### src/rtl/vector_mac_accumulator.sv
// Four-element signed multiply-accumulate neuron: weighted sum plus bias, ReLU and
// unsigned saturation, one activation per completed vector on a one-deep valid/ready port.
module vector_mac_accumulator #(
    parameter int DATA_WIDTH   = 8,
    parameter int WEIGHT_WIDTH = 8,
    parameter int ACC_WIDTH    = 20,
    parameter int OUT_WIDTH    = 8
) (
    input  logic                           clock,
    input  logic                           reset_n,
    input  logic                           en,
    input  logic                           clear,
    input  logic                           new_vector,
    input  logic [1:0]                     vector_index,
    input  logic signed [DATA_WIDTH-1:0]   data_in,
    input  logic signed [ACC_WIDTH-1:0]    bias,
    input  logic                           weight_wr_en,
    input  logic [1:0]                     weight_wr_addr,
    input  logic signed [WEIGHT_WIDTH-1:0] weight_wr_data,
    output logic                           out_valid,
    input  logic                           out_ready,
    output logic [OUT_WIDTH-1:0]           out_data,
    output logic                           out_overflow,
    output logic                           overrun,
    output logic                           index_error
);

    localparam int PROD_WIDTH = DATA_WIDTH + WEIGHT_WIDTH;

    logic signed [WEIGHT_WIDTH-1:0] weight_vec [4];

    // Weight slots load independently of en/clear; reading before the write gives old-weight semantics.
    generate
        for (genvar gi = 0; gi < 4; gi++) begin : g_weight
            logic signed [WEIGHT_WIDTH-1:0] weight_reg;
            always_ff @(posedge clock or negedge reset_n) begin
                if (!reset_n) begin
                    weight_reg <= '0;
                end else if (weight_wr_en && (weight_wr_addr == 2'(gi))) begin
                    weight_reg <= weight_wr_data;
                end
            end
            assign weight_vec[gi] = weight_reg;
        end
    endgenerate

    logic signed [WEIGHT_WIDTH-1:0] weight_sel;
    logic signed [PROD_WIDTH-1:0]   prod;
    logic signed [ACC_WIDTH-1:0]    prod_ext;
    logic signed [ACC_WIDTH-1:0]    acc_reg, acc_next;
    logic signed [ACC_WIDTH-1:0]    sum;
    logic signed [ACC_WIDTH-1:0]    start_sum;
    logic [1:0]                     cnt_reg, cnt_next;
    logic                           index_error_reg, index_error_next;
    logic                           accept;
    logic                           complete;
    logic [OUT_WIDTH-1:0]           res_data;
    logic                           res_ovf;
    logic                           out_valid_reg;
    logic [OUT_WIDTH-1:0]           out_data_reg;
    logic                           out_overflow_reg;
    logic                           overrun_reg;

    assign weight_sel = weight_vec[vector_index];
    assign prod       = data_in * weight_sel;
    assign prod_ext   = {{(ACC_WIDTH-PROD_WIDTH){prod[PROD_WIDTH-1]}}, prod};
    assign sum        = acc_reg + prod_ext;
    assign start_sum  = bias + prod_ext;
    assign accept     = en && new_vector && !clear;

    always_comb begin
        acc_next         = acc_reg;
        cnt_next         = cnt_reg;
        index_error_next = index_error_reg;
        complete         = 1'b0;
        if (clear) begin
            acc_next         = '0;
            cnt_next         = 2'd0;
            index_error_next = 1'b0;
        end else if (accept) begin
            if (vector_index != cnt_reg) begin
                index_error_next = 1'b1;
                // An out-of-order index 0 restarts the vector; anything else is dropped.
                if (vector_index == 2'd0) begin
                    acc_next = start_sum;
                    cnt_next = 2'd1;
                end else begin
                    acc_next = '0;
                    cnt_next = 2'd0;
                end
            end else if (cnt_reg == 2'd0) begin
                acc_next = start_sum;
                cnt_next = 2'd1;
            end else if (cnt_reg == 2'd3) begin
                complete = 1'b1;
                acc_next = '0;
                cnt_next = 2'd0;
            end else begin
                acc_next = sum;
                cnt_next = cnt_reg + 2'd1;
            end
        end
    end

    // ReLU then saturate to the unsigned output range.
    always_comb begin
        res_data = '0;
        res_ovf  = 1'b0;
        if (!sum[ACC_WIDTH-1]) begin
            if (|sum[ACC_WIDTH-2:OUT_WIDTH]) begin
                res_data = '1;
                res_ovf  = 1'b1;
            end else begin
                res_data = sum[OUT_WIDTH-1:0];
            end
        end
    end

    always_ff @(posedge clock or negedge reset_n) begin
        if (!reset_n) begin
            acc_reg          <= '0;
            cnt_reg          <= 2'd0;
            index_error_reg  <= 1'b0;
            out_valid_reg    <= 1'b0;
            out_data_reg     <= '0;
            out_overflow_reg <= 1'b0;
            overrun_reg      <= 1'b0;
        end else begin
            acc_reg         <= acc_next;
            cnt_reg         <= cnt_next;
            index_error_reg <= index_error_next;
            if (clear) begin
                out_valid_reg <= 1'b0;
                overrun_reg   <= 1'b0;
            end else if (complete) begin
                if (!out_valid_reg || out_ready) begin
                    out_valid_reg    <= 1'b1;
                    out_data_reg     <= res_data;
                    out_overflow_reg <= res_ovf;
                end else begin
                    overrun_reg <= 1'b1;
                end
            end else if (out_ready) begin
                out_valid_reg <= 1'b0;
            end
        end
    end

    assign out_valid    = out_valid_reg;
    assign out_data     = out_data_reg;
    assign out_overflow = out_overflow_reg;
    assign overrun      = overrun_reg;
    assign index_error  = index_error_reg;

endmodule

### config.mk
export PLATFORM = sky130hd
export DESIGN_NAME = vector_mac_accumulator
export DESIGN_NICKNAME = d
export VERILOG_FILES = /design/src/rtl/vector_mac_accumulator.sv
export SDC_FILE = /design/constraint.sdc
export NUM_CORES = 1
export LEC_CHECK = 0
export ABC_AREA = 1
export BUFFER_PORTS_ARGS = -buffer_cell sky130_fd_sc_hd__buf_2
export CORE_UTILIZATION = 30
export CTS_CLUSTER_SIZE = 8
export DETAILED_ROUTE_END_ITERATION = 8
export GPL_ROUTABILITY_DRIVEN = 1
export PLACE_DENSITY = 0.54
export SYNTH_ARGS = -nofsm -noshare
export SYNTH_HDL_FRONTEND = slang
export SYNTH_SLANG_ARGS = --single-unit
### constraint.sdc
create_clock -name clock -period 15.8 [get_ports clock]
set_input_delay 2.37 -clock clock [delete_from_list [all_inputs] [get_ports clock]]
set_output_delay 2.37 -clock clock [all_outputs]
set_load 0.1 [all_outputs]
=== Word-level counts from Yosys, hierarchy flattened ===
Cells that the tools add are included.

* Register bits: 66
* Memories: 0
* Bits in latches: 0
* ROM bits: 0
* Bits in writable memories: 0
* Output and inout bits: 12
* Bits of input ports: 47
* Word-level logic and storage cells: 80

* $add $sub $neg: 3
* Div/mod/pow operators: 0
* Multiply operators: 1
* Magnitude comparators: 1
* Bitwise gates (word level): 2
* Reductions and logical operators: 21
* Muxes and demuxes: 34
* Equal/unequal tests: 7
* Shifts and indexed selects: 0

{| class="wikitable"
|+ Operator list
! operator !! count
|-
| $mux W20 || 6
|-
| $add A20 B16 Y20 || 2
|-
| $mux W8 || 4
|-
| $mux W1 || 18
|-
| $bmux W8 S2 || 1
|-
| $mul A8 B8 Y16 || 1
|-
| $reduce_or A11 Y1 || 1
|-
| $mux W2 || 5
|-
| $eq A2 B2 Y1 const B || 3
|-
| $logic_and A1 B1 Y1 || 6
|-
| $logic_not A2 Y1 || 3
|-
| $reduce_and A2 Y1 || 3
|-
| $reduce_bool A2 Y1 || 3
|-
| $ge A3 B3 Y1 const B || 1
|-
| $ne A3 B2 Y1 const B || 1
|-
| $not A2 Y3 || 1
|-
| $reduce_and A3 Y1 || 1
|-
| $reduce_bool A3 Y1 || 1
|-
| $add A2 B1 Y2 const B || 1
|-
| $eq A2 B1 Y1 const B || 1
|-
| $logic_not A1 Y1 || 2
|-
| $ne A2 B2 Y1 || 1
|-
| $ne A2 B2 Y1 const B || 1
|-
| $logic_or A1 B1 Y1 || 1
|-
| $not A1 Y1 || 1
|}

=== Logic depth before layout (Yosys ltp) ===
Gate-level depths: netlist (run 1).

* Depth in word-level cells: 11
* Gate-level depth with buffers: 42

=== Worst setup path after synthesis (run 1) ===
Ideal clock, no wire load.

* Path type: input to register
* From: in vector_index[0]
* To: reg out_data_reg[0] (netlist: out_data[0])
* Path buffers: 2
* Arrival: 8.226 ns
* Stages: 34
* Slack: 7.506 ns
* Path through: buf_4 > inv_1 > clkbuf_1 > nand2_1 > nand3_1 > nand2_1 > nor2_1 > inv_1 > fa_1 > inv_2 > fa_1 > fa_1 > inv_1 > fa_1 > inv_1 > ha_1 > nand2_1 > inv_1 > a21oi_1 > nand3_1 > nand3_1 > nand2_2 > ha_1 > nand2_2 > inv_2 > nand3_2 > a21oi_1 > nor2_1 > nand4_1 > nand2_2 > nand2_2 > a21oi_4 > nand2_4 > nand3_2

* Longest elaborated chain between the ends: 9

{| class="wikitable"
|+ Ends and longest elaborated chain
! what !! RTL line !! source
|-
| from (decl) || 14 || <nowiki>input logic [1:0] vector_index,</nowiki>
|-
| $not A2 Y3 (implied by the code) || 64 || <nowiki>assign weight_sel = weight_vec[vector_index];</nowiki>
|-
| $bmux W8 S2 || 64 ||
|-
| $mux W8 (implied by the code) (2 in a row) || 64 ||
|-
| $mul A8 B8 Y16 || 65 || <nowiki>assign prod = data_in * weight_sel;</nowiki>
|-
| $add A20 B16 Y20 || 67 || <nowiki>assign sum = acc_reg + prod_ext;</nowiki>
|-
| $reduce_or A11 Y1 || 110 || <nowiki>if (|sum[ACC_WIDTH-2:OUT_WIDTH]) begin</nowiki>
|-
| $mux W8 || 110 ||
|-
| $mux W8 || 109 || <nowiki>if (!sum[ACC_WIDTH-1]) begin</nowiki>
|-
| to (signal assigned) || 138 || <nowiki>out_data_reg <= res_data;</nowiki>
|-
| to (decl) || 60 || <nowiki>logic [OUT_WIDTH-1:0] out_data_reg;</nowiki>
|}

Parallel ways exist; a longest one is shown, timed or not. The select of a mux whose other input is x is not followed.
A chain may end at the register's enable or synchronous reset.

=== Worst setup path after layout (run 1) ===
Same ends and word-level chain as after synthesis.

==> results of run 1 <==
## critical path: cells and delay by family
kind                     cells  cell delay [ns]
XOR/XNOR                     1             0.09
AO/OA/AOI/OAI                2             0.27
buffers and inverters        8             1.14
adder cells (fa/ha/maj)      6             3.02
AND/OR/NAND/NOR             16             2.30
## cell families after synthesis
| kind of cell | after synthesis | share of synthesized area [%] |
|---|---|---|
| fa+ha+maj | 127 | 25.45 |
| simple gates | 549 | 30.06 |
| flops | 66 | 20.84 |
| buf+inv | 188 | 9.045 |
| compound gates | 155 | 11.08 |
| xor+xnor | 32 | 3.536 |
## through the flow
step | setup WS (ns) | hold slack (ns) | utilization [%]
after floorplan | 7.506 | 0.4478 | -
after global placement | 6.563 | 0.4653 | 33.07
after detailed placement | 6.408 | 0.4701 | 33.07
after CTS | 6.791 | 0.4881 | 34.24
after global routing | 6.036 | 0.5093 | 34.25
final | 6.780 | 0.4857 | 34.25
## per-layer routing
| metal | up-vias | GRT usage (%) | part of all wire (%) |
|---|---|---|---|
| met5 | - | 0 | 0.035 |
| met2 | 175 | 27.92 | 44 |
| met1 | 3410 | 24.94 | 49 |
| met4 | 2 | 5.296 | 1.7 |
| li1 | 3675 | - | - |
| met3 | 25 | 2.411 | 5.2 |
## layout make-up
cell class | instances | area (µm²)
clock inverters | 7 | 77.57
flip-flops and latches | 66 | 1652
inverters | 173 | 651.9
repair buffers | 61 | 312.8
clock buffers | 9 | 225.2
multi-input cells | 863 | 5558
diodes | 2 | 5.005
well taps | 335 | 419.2
fillers | 2818 | 17080
## worst min path at each step
stage / endpoint / slack [ns] / cells past startpoint
6_report: g_weight[0].weight_reg[2] / 0.49 / 2
5_1_grt: acc_reg[6] / 0.51 / 2
4_1_cts: g_weight[0].weight_reg[2] / 0.49 / 2
3_5_place_dp: g_weight[0].weight_reg[2] / 0.47 / 2
3_3_place_gp: g_weight[0].weight_reg[2] / 0.47 / 2
2_1_floorplan: g_weight[0].weight_reg[2] / 0.45 / 2
## placed cells by master, fill, tap and decap left out, types with 2 or more instances in the layout
master	netlist	routed
dfrtp_1	66	66
nand3_2	14	14
o21ai_0	66	66
or2_1	2	2
nand3b_1	2	2
o31ai_1	3	3
clkinv_4	0	2
a32o_1	5	5
diode_2	0	2
a21oi_1	58	58
nand2_2	20	20
xnor2_1	15	15
a31oi_1	2	2
a21o_1	3	3
nor3_1	8	8
buf_4	2	3
inv_6	0	2
o21bai_1	2	2
clkinv_1	2	2
ha_1	70	70
clkbuf_16	0	9
o211ai_1	3	3
nand4_1	11	11
a22o_1	3	3
inv_2	7	7
nand3_1	73	73
xor2_1	17	17
nor2_1	91	91
inv_1	163	163
fa_1	57	57
nand2_1	322	322
buf_2	1	58
a21oi_2	3	3
nor2_4	2	2
==> out/results.txt, run 1 <==
Distinct cells, synth: 43
Worst EP arrival: 9.24 ns
Post-route minimum period: 9.020 ns
# DRC: 0
Syn. warnings: 0
Worst-path fanout max: 19
TritonCTS clock tree: built
Vias per cell: 4.807
DRT Wirelength: 22.73 mm
Site Rows: 59
Share of the synthesized area in the top cell type: 20.84%
Slowest-stage cell, CP: fa_1
FF-to-FF Start: g_weight[1].weight_reg[2]
Sequential fraction of the synthesis area: 20.84%
Fin cells: 1516
Number of H-tree levels: 3
Num CTS Buffers: 9
Post-CTS Hold Buffers: 0
Vias in the first global route: 7107
Core area: 25980 µm²
Root Buffer: clkbuf_16
Crit Path Class: input pin to flip-flop
First-pass GRT wire length: 37.08 mm
Critical path data required time: 16.02 ns
Max-Cap Viols: 0
Post-layout nets: 1348
Final hold vios: 0
GRT Overall Usage: 17.69%
Max Clock Skew: 0.009722 ns
Die height: 164.5 µm
Synthesis-to-finish area growth: 12.30%
Post-route ant nets: 0
Most used cell along the critical path: inv_1
Top-count cell post-synth: nand2_1
Overflow after GRT: 0
Wire length per cell: 14.99 µm
Clk buf depth: 2
Syn avg cell area: 7.096 µm²
Worst slew margin: 39.52%
Die Footprint: 27080 µm²
Post-synth EDFFs: 0
Area leader, netlist: dfrtp_1
Post-Syn Area: 7926 µm²
Period utilization: 57.09%
Synth Register Bits: 66
Setup TNS: 0 ns
Post-DP Area: 8593 µm²
Post-cts resize count: 0
R2R setup slack: 9.14 ns
Status: finished clean
Fin. max-slew vios: 0
Main synth FF type: dfrtp_1
Largest net degree at the start of global routing: 67
CP max stage delay: 0.66 ns
First-pass DRT Iterations: 5
Total number of vias: 7287
Placed cell count: 1498
CP startpoint: vector_index[0]
Initial antenna violation count: 3
Max reg flops: 32
Worst setup path endpoint: out_data[0]
Initial Utilization: 30.50%
Crit end category: flip-flop
Placer Congestion: 0.9819
Syn Inst Count: 1117
Clock Sinks: 66
Setup-failing EPs final: 0
Hold Crit Start: g_weight[0].weight_reg[2]
Die X: 164.5 µm
Synth cell count leaders: nand2_1, inv_1, nor2_1, nand3_1, ha_1
Hold crit path type: flip-flop to flip-flop
HPWL after detailed placement: 18.68 mm
Clock transition at the registers of the reported paths: 0.07 ns
Post-CTS setup repair buffer count: 0
CP Launch Type: input pin
Ports: 59
Reg2reg path depth: 31
Fmax: 110.9 MHz
Area contributors post-synth: dfrtp_1, nand2_1, fa_1
RSZ-0062 raised after global routing: no
R2r endpoint: out_data[0]
Input/output buffers: 58
Worst-Skew Late Latency: 0.35 ns
Non-Filler Cell Area, Final: 8901 µm²
Syn nets: 1291
Async SR Flop Fraction: 100.0%
Worst-margin pin slew: 0.9072 ns
DR iter-0 viols: 428
Share of layout cells above drive strength 1: 11.03%
Power of run 1 is left out: the tool's default activity adds up to more than one toggle a clock period on the data nets, which glitch-free logic cannot reach.
==> inputs of run 2 (changes only) <==
==> constraint.sdc (replaced) <==
create_clock -name clock -period 9 [get_ports clock]
set_input_delay 1.35 -clock clock [delete_from_list [all_inputs] [get_ports clock]]
set_output_delay 1.35 -clock clock [all_outputs]
set_load 0.1 [all_outputs]
==> run 2 against run 1 <==
Net effect:
- flip-flop and latch count did not move
- register-to-register slack worse by 6.8 ns
- clock skew up 0.0024 ns
==> out/results.txt, run 2 (synthesis gave the netlist of run 1 again) <==
Largest net degree at the start of global routing: 67 (unchanged)
GRT Overall Usage: 17.66% (was 17.69%)
Buf/Inv on CP: 8 (unchanged)
Post-DP Area: 8601 µm² (was 8593 µm²)
Max reg flops: 32 (unchanged)
Core Util, Final: 34.28% (was 34.25%)
Synthesis-to-finish area growth: 12.39% (was 12.30%)
Setup-failing EPs final: 0 (unchanged)
Hold crit path type: flip-flop to flip-flop (unchanged)
Worst slew margin: 39.04% (was 39.52%)
CP max stage delay: 0.65 ns (was 0.66 ns)
Root Buffer: clkbuf_16 (unchanged)
RSZ-0062 raised after global routing: no (unchanged)
Post-route minimum period: 7.964 ns
Site Rows: 59 (unchanged)
Clk buf depth: 2 (unchanged)
Post-route ant nets: 0 (unchanged)
First-pass DRT Iterations: 5 (unchanged)
Max Clock Skew: 0.01209 ns (was 0.009722 ns)
Worst-Skew Late Latency: 0.35 ns (about the same)
DRT Wirelength: 22.65 mm (was 22.73 mm)
Crit Path Class: input pin to flip-flop (unchanged)
Clock Sinks: 66 (unchanged)
Period utilization: 88.48%
Setup WS post-layout: 1.036 ns (was 6.780 ns)
Critical path data required time: 9.22 ns (was 16.02 ns)
Post-layout nets: 1349 (was 1348)
Non-Filler Cell Area, Final: 8909 µm² (was 8901 µm²)
Die height: 164.5 µm (unchanged)
Die X: 164.5 µm (unchanged)
Core area: 25980 µm² (unchanged)
Vias per cell: 4.794 (was 4.807)
Placer Congestion: 0.9597 (was 0.9819)
HPWL after detailed placement: 18.65 mm (was 18.68 mm)
Share of layout cells above drive strength 1: 11.10% (was 11.03%)
Worst EP arrival: 8.18 ns (was 9.24 ns)
Initial Utilization: 30.50% (unchanged)
Post-cts resize count: 0 (unchanged)
Total number of vias: 7272 (was 7287)
Most common library cell in the layout ignoring fill and taps: nand2_1 (unchanged)
Clock transition at the registers of the reported paths: 0.06 ns (was 0.07 ns)
Fin. max-slew vios: 0 (unchanged)
Max-Cap Viols: 0 (unchanged)
Num CTS Buffers: 9 (unchanged)
TritonCTS clock tree: built (unchanged)
Worst-path fanout max: 19 (unchanged)
Crit end category: flip-flop (unchanged)
Slowest-stage cell, CP: fa_1 (unchanged)
Vias in the first global route: 7115 (was 7107)
Overflow after GRT: 0 (unchanged)
# DRC: 0 (unchanged)
Wire length per cell: 14.93 µm (was 14.99 µm)
Setup TNS: 0 ns (unchanged)
Final hold vios: 0 (unchanged)
Input/output buffers: 58 (unchanged)
CP delay by family, top: adder cells (unchanged)
Most frequent cells in the layout: nand2_1, inv_1, nor2_1 (unchanged)
Number of H-tree levels: 3 (unchanged)
CP Launch Type: input pin (unchanged)
Most used cell along the critical path: inv_1 (unchanged)
Die Footprint: 27080 µm² (unchanged)
Worst-margin pin slew: 0.9143 ns (was 0.9072 ns)
Initial antenna violation count: 3 (unchanged)
Post-Place Worst Slack: 0.6565 ns (was 6.408 ns)
Post-CTS setup repair buffer count: 0 (unchanged)
Fmax: 125.6 MHz
Ports: 59 (unchanged)
Post-CTS Hold Buffers: 0 (unchanged)
Status: finished clean (unchanged)
DR iter-0 viols: 415 (was 428)
First-pass GRT wire length: 37.12 mm (was 37.08 mm)
## run 2: changes by cell type in the layout (fill, tap and decap cells not counted)
cell and change:
buf_4 +1
## run 2: final timing paths
kind	from	end	slack [ns]	depth (start not counted)
setup reg to reg	g_weight[2].weight_reg[2]	out_data[5]	2.36	31
hold / removal	g_weight[0].weight_reg[2]	g_weight[0].weight_reg[2]	0.48	2
setup / recovery	vector_index[0]	out_data[5]	1.04	33
min in group asynchronous	reset_n	overrun	1.21	2
hold reg to reg	g_weight[0].weight_reg[2]	g_weight[0].weight_reg[2]	0.48	2
max in group asynchronous	reset_n	g_weight[2].weight_reg[2]	7.19	2
## run 2: per-stage QoR
| stage | hold slack [ns] | cells |
|---|---|---|
| floorplan | 0.4478 | 1117 |
| global placement | 0.4662 | 1499 |
| detailed placement | 0.4691 | 1499 |
| CTS | 0.4859 | 1515 |
| global route | 0.5115 | 1516 |
| finish | 0.4788 | 1517 |
## run 2: cell type report
type / instances / area (µm²)
Antenna cell: 2 / 5.005
Clock buffer: 9 / 225.2
Inverter: 173 / 651.9
Clock inverter: 7 / 77.57
Tap cell: 335 / 419.2
Fill cell: 2861 / 17080
Timing Repair Buffer: 62 / 320.3
Multi-Input combinational cell: 863 / 5558
Sequential cell: 66 / 1652
## run 2: tightest hold or removal path: cells and delay by family, from the launching register on
kind / cells / cell delay, ns
simple gates: 1 / 0.05
flops: 1 / 0.34
compound gates: 1 / 0.06
## run 2: per-layer routing
layer | up-vias | track usage (%) | part of all wire [%]
li1 | 3685 | - | -
met2 | 143 | 27.64 | 44
met5 | - | 0 | 0.035
met4 | 2 | 5.046 | 1.6
met1 | 3422 | 25.02 | 50
met3 | 20 | 2.687 | 4.5
Power of run 2 is left out for the same reason.
==> inputs of run 3 (changes only) <==
==> constraint.sdc (replaced) <==
create_clock -name clock -period 9 [get_ports clock]
set_input_delay 0 -clock clock [delete_from_list [all_inputs] [get_ports clock]]
set_output_delay 0 -clock clock [all_outputs]
set_load 0.1 [all_outputs]
==> run 3 against run 2 <==
Net effect:
- final cell count rose by 0.73%
- clock skew is 0.0015 ns lower
- routed wire length increased by 0.80%
- die area unchanged
- critical path depth fell by 2
- via count is 1.1% higher
==> out/results.txt, run 3 (synthesis gave the netlist of run 1 again) <==
Status: finished clean (unchanged)
Setup-failing EPs final: 0 (unchanged)
HPWL after detailed placement: 18.64 mm (was 18.65 mm)
Post-CTS setup repair buffer count: 0 (unchanged)
Post-DP Area: 8593 µm² (was 8601 µm²)
Total number of vias: 7352 (was 7272)
Max-Cap Viols: 0 (unchanged)
Clock transition at the registers of the reported paths: 0.07 ns (was 0.06 ns)
Fin. max-slew vios: 0 (unchanged)
Slowest-stage cell, CP: fa_1 (unchanged)
Fin cells: 1528 (was 1517)
GRT Overall Usage: 17.73% (was 17.66%)
Post-route ant nets: 0 (unchanged)
Most frequent cells in the layout: nand2_1, inv_1, nor2_1 (unchanged)
Critical path data required time: 9.22 ns (about the same)
Overflow after GRT: 0 (unchanged)
CP max stage delay: 0.65 ns (about the same)
DRT Wirelength: 22.83 mm (was 22.65 mm)
Clk buf depth: 2 (unchanged)
Most common library cell in the layout ignoring fill and taps: nand2_1 (unchanged)
Worst-Skew Late Latency: 0.35 ns (about the same)
DR iter-0 viols: 376 (was 415)
RSZ-0062 raised after global routing: no (unchanged)
Crit Path Class: flip-flop to flip-flop (was input pin to flip-flop)
Site Rows: 59 (unchanged)
Placed cell count: 1498 (was 1499)
Die height: 164.5 µm (unchanged)
Max reg flops: 32 (unchanged)
Most used cell along the critical path: inv_1 (unchanged)
Largest net degree at the start of global routing: 67 (unchanged)
Num CTS Buffers: 9 (unchanged)
Root Buffer: clkbuf_16 (unchanged)
Post-layout nets: 1360 (was 1349)
Share of layout cells above drive strength 1: 10.92% (was 11.10%)
Final hold vios: 0 (unchanged)
Period utilization: 74.08% (was 88.48%)
Fmax: 150.0 MHz (was 125.6 MHz)
Worst EP arrival: 6.89 ns (was 8.18 ns)
Number of H-tree levels: 3 (unchanged)
Initial antenna violation count: 3 (unchanged)
Clock Sinks: 66 (unchanged)
CP Launch Type: flip-flop (was input pin)
Input/output buffers: 58 (unchanged)
Vias per cell: 4.812 (was 4.794)
Hold crit path type: input pin to flip-flop (was flip-flop to flip-flop)
Crit end category: flip-flop (unchanged)
Setup TNS: 0 ns (unchanged)
Non-Filler Cell Area, Final: 9021 µm² (was 8909 µm²)
Placer Congestion: 0.9818 (was 0.9597)
Vias in the first global route: 7197 (was 7115)
Worst slew margin: 39.53% (was 39.04%)
First-pass DRT Iterations: 4 (was 5)
TritonCTS clock tree: built (unchanged)
Wire length per cell: 14.94 µm (was 14.93 µm)
# DRC: 0 (unchanged)
First-pass GRT wire length: 37.21 mm (was 37.12 mm)
Synthesis-to-finish area growth: 13.81% (was 12.39%)
Worst-path fanout max: 9 (was 19)
Post-route minimum period: 6.667 ns (was 7.964 ns)
Initial Utilization: 30.50% (unchanged)
Ports: 59 (unchanged)
Die Footprint: 27080 µm² (unchanged)
Core Util, Final: 34.72% (was 34.28%)
Die X: 164.5 µm (unchanged)
Max Clock Skew: 0.01056 ns (was 0.01209 ns)
Core area: 25980 µm² (unchanged)
Worst-margin pin slew: 0.9071 ns (was 0.9143 ns)
## run 3: layout make-up
type	count	area, µm²
clock inverter	7	77.57
timing repair buffer	73	432.9
clock buffer	9	225.2
fill	2836	16960
multi-input combinational	863	5558
inverter	173	651.9
tap	335	419.2
sequential	66	1652
antenna	2	5.005
## run 3: through the flow
stage,hold slack [ns],setup slack [ns]
after floorplan,-0.2956,3.076
after global placement,0.2142,2.134
after detailed placement,0.2140,1.978
after CTS,0.04044,2.318
after global routing,0.1123,1.678
final,0.04271,2.333
## run 3: repair_timing
action                                 CTS  global route
hold buffers                            12             0
setup endpoints to repair                0             0
gates resized for setup                  0             0
endpoints found under the hold margin   99             0
## run 3: final timing paths
| path | cells past startpoint | start | endpoint | slack (ns) |
|---|---|---|---|---|
| min in group asynchronous | 3 | reset_n | overrun | 0.41 |
| setup reg to reg | 31 | g_weight[1].weight_reg[2] | out_data[0] | 2.33 |
| setup / recovery | 31 | g_weight[1].weight_reg[2] | out_data[0] | 2.33 |
| hold reg to reg | 2 | g_weight[2].weight_reg[2] | g_weight[2].weight_reg[2] | 0.48 |
| hold / removal | 5 | new_vector | index_error | 0.04 |
| max in group asynchronous | 3 | reset_n | g_weight[2].weight_reg[2] | 8.00 |
## run 3: per-layer routing
metal | GRT usage [%] | wire [µm] | part of all wire (%)
met1 | 24.62 | 11030 | 48
met2 | 27.96 | 10090 | 44
met3 | 3.290 | 1311 | 5.7
met4 | 4.962 | 387 | 1.7
met5 | 0 | 8 | 0.035
## run 3: worst max-delay path: cells and delay by family (launching register included)
kind	cells	cell delay, ns
xor+xnor	1	0.09
fa+ha+maj	6	3.01
buf+inv	6	0.47
simple gates	16	2.31
flops	1	0.36
compound gates	2	0.27
Power of run 3 is left out for the same reason.
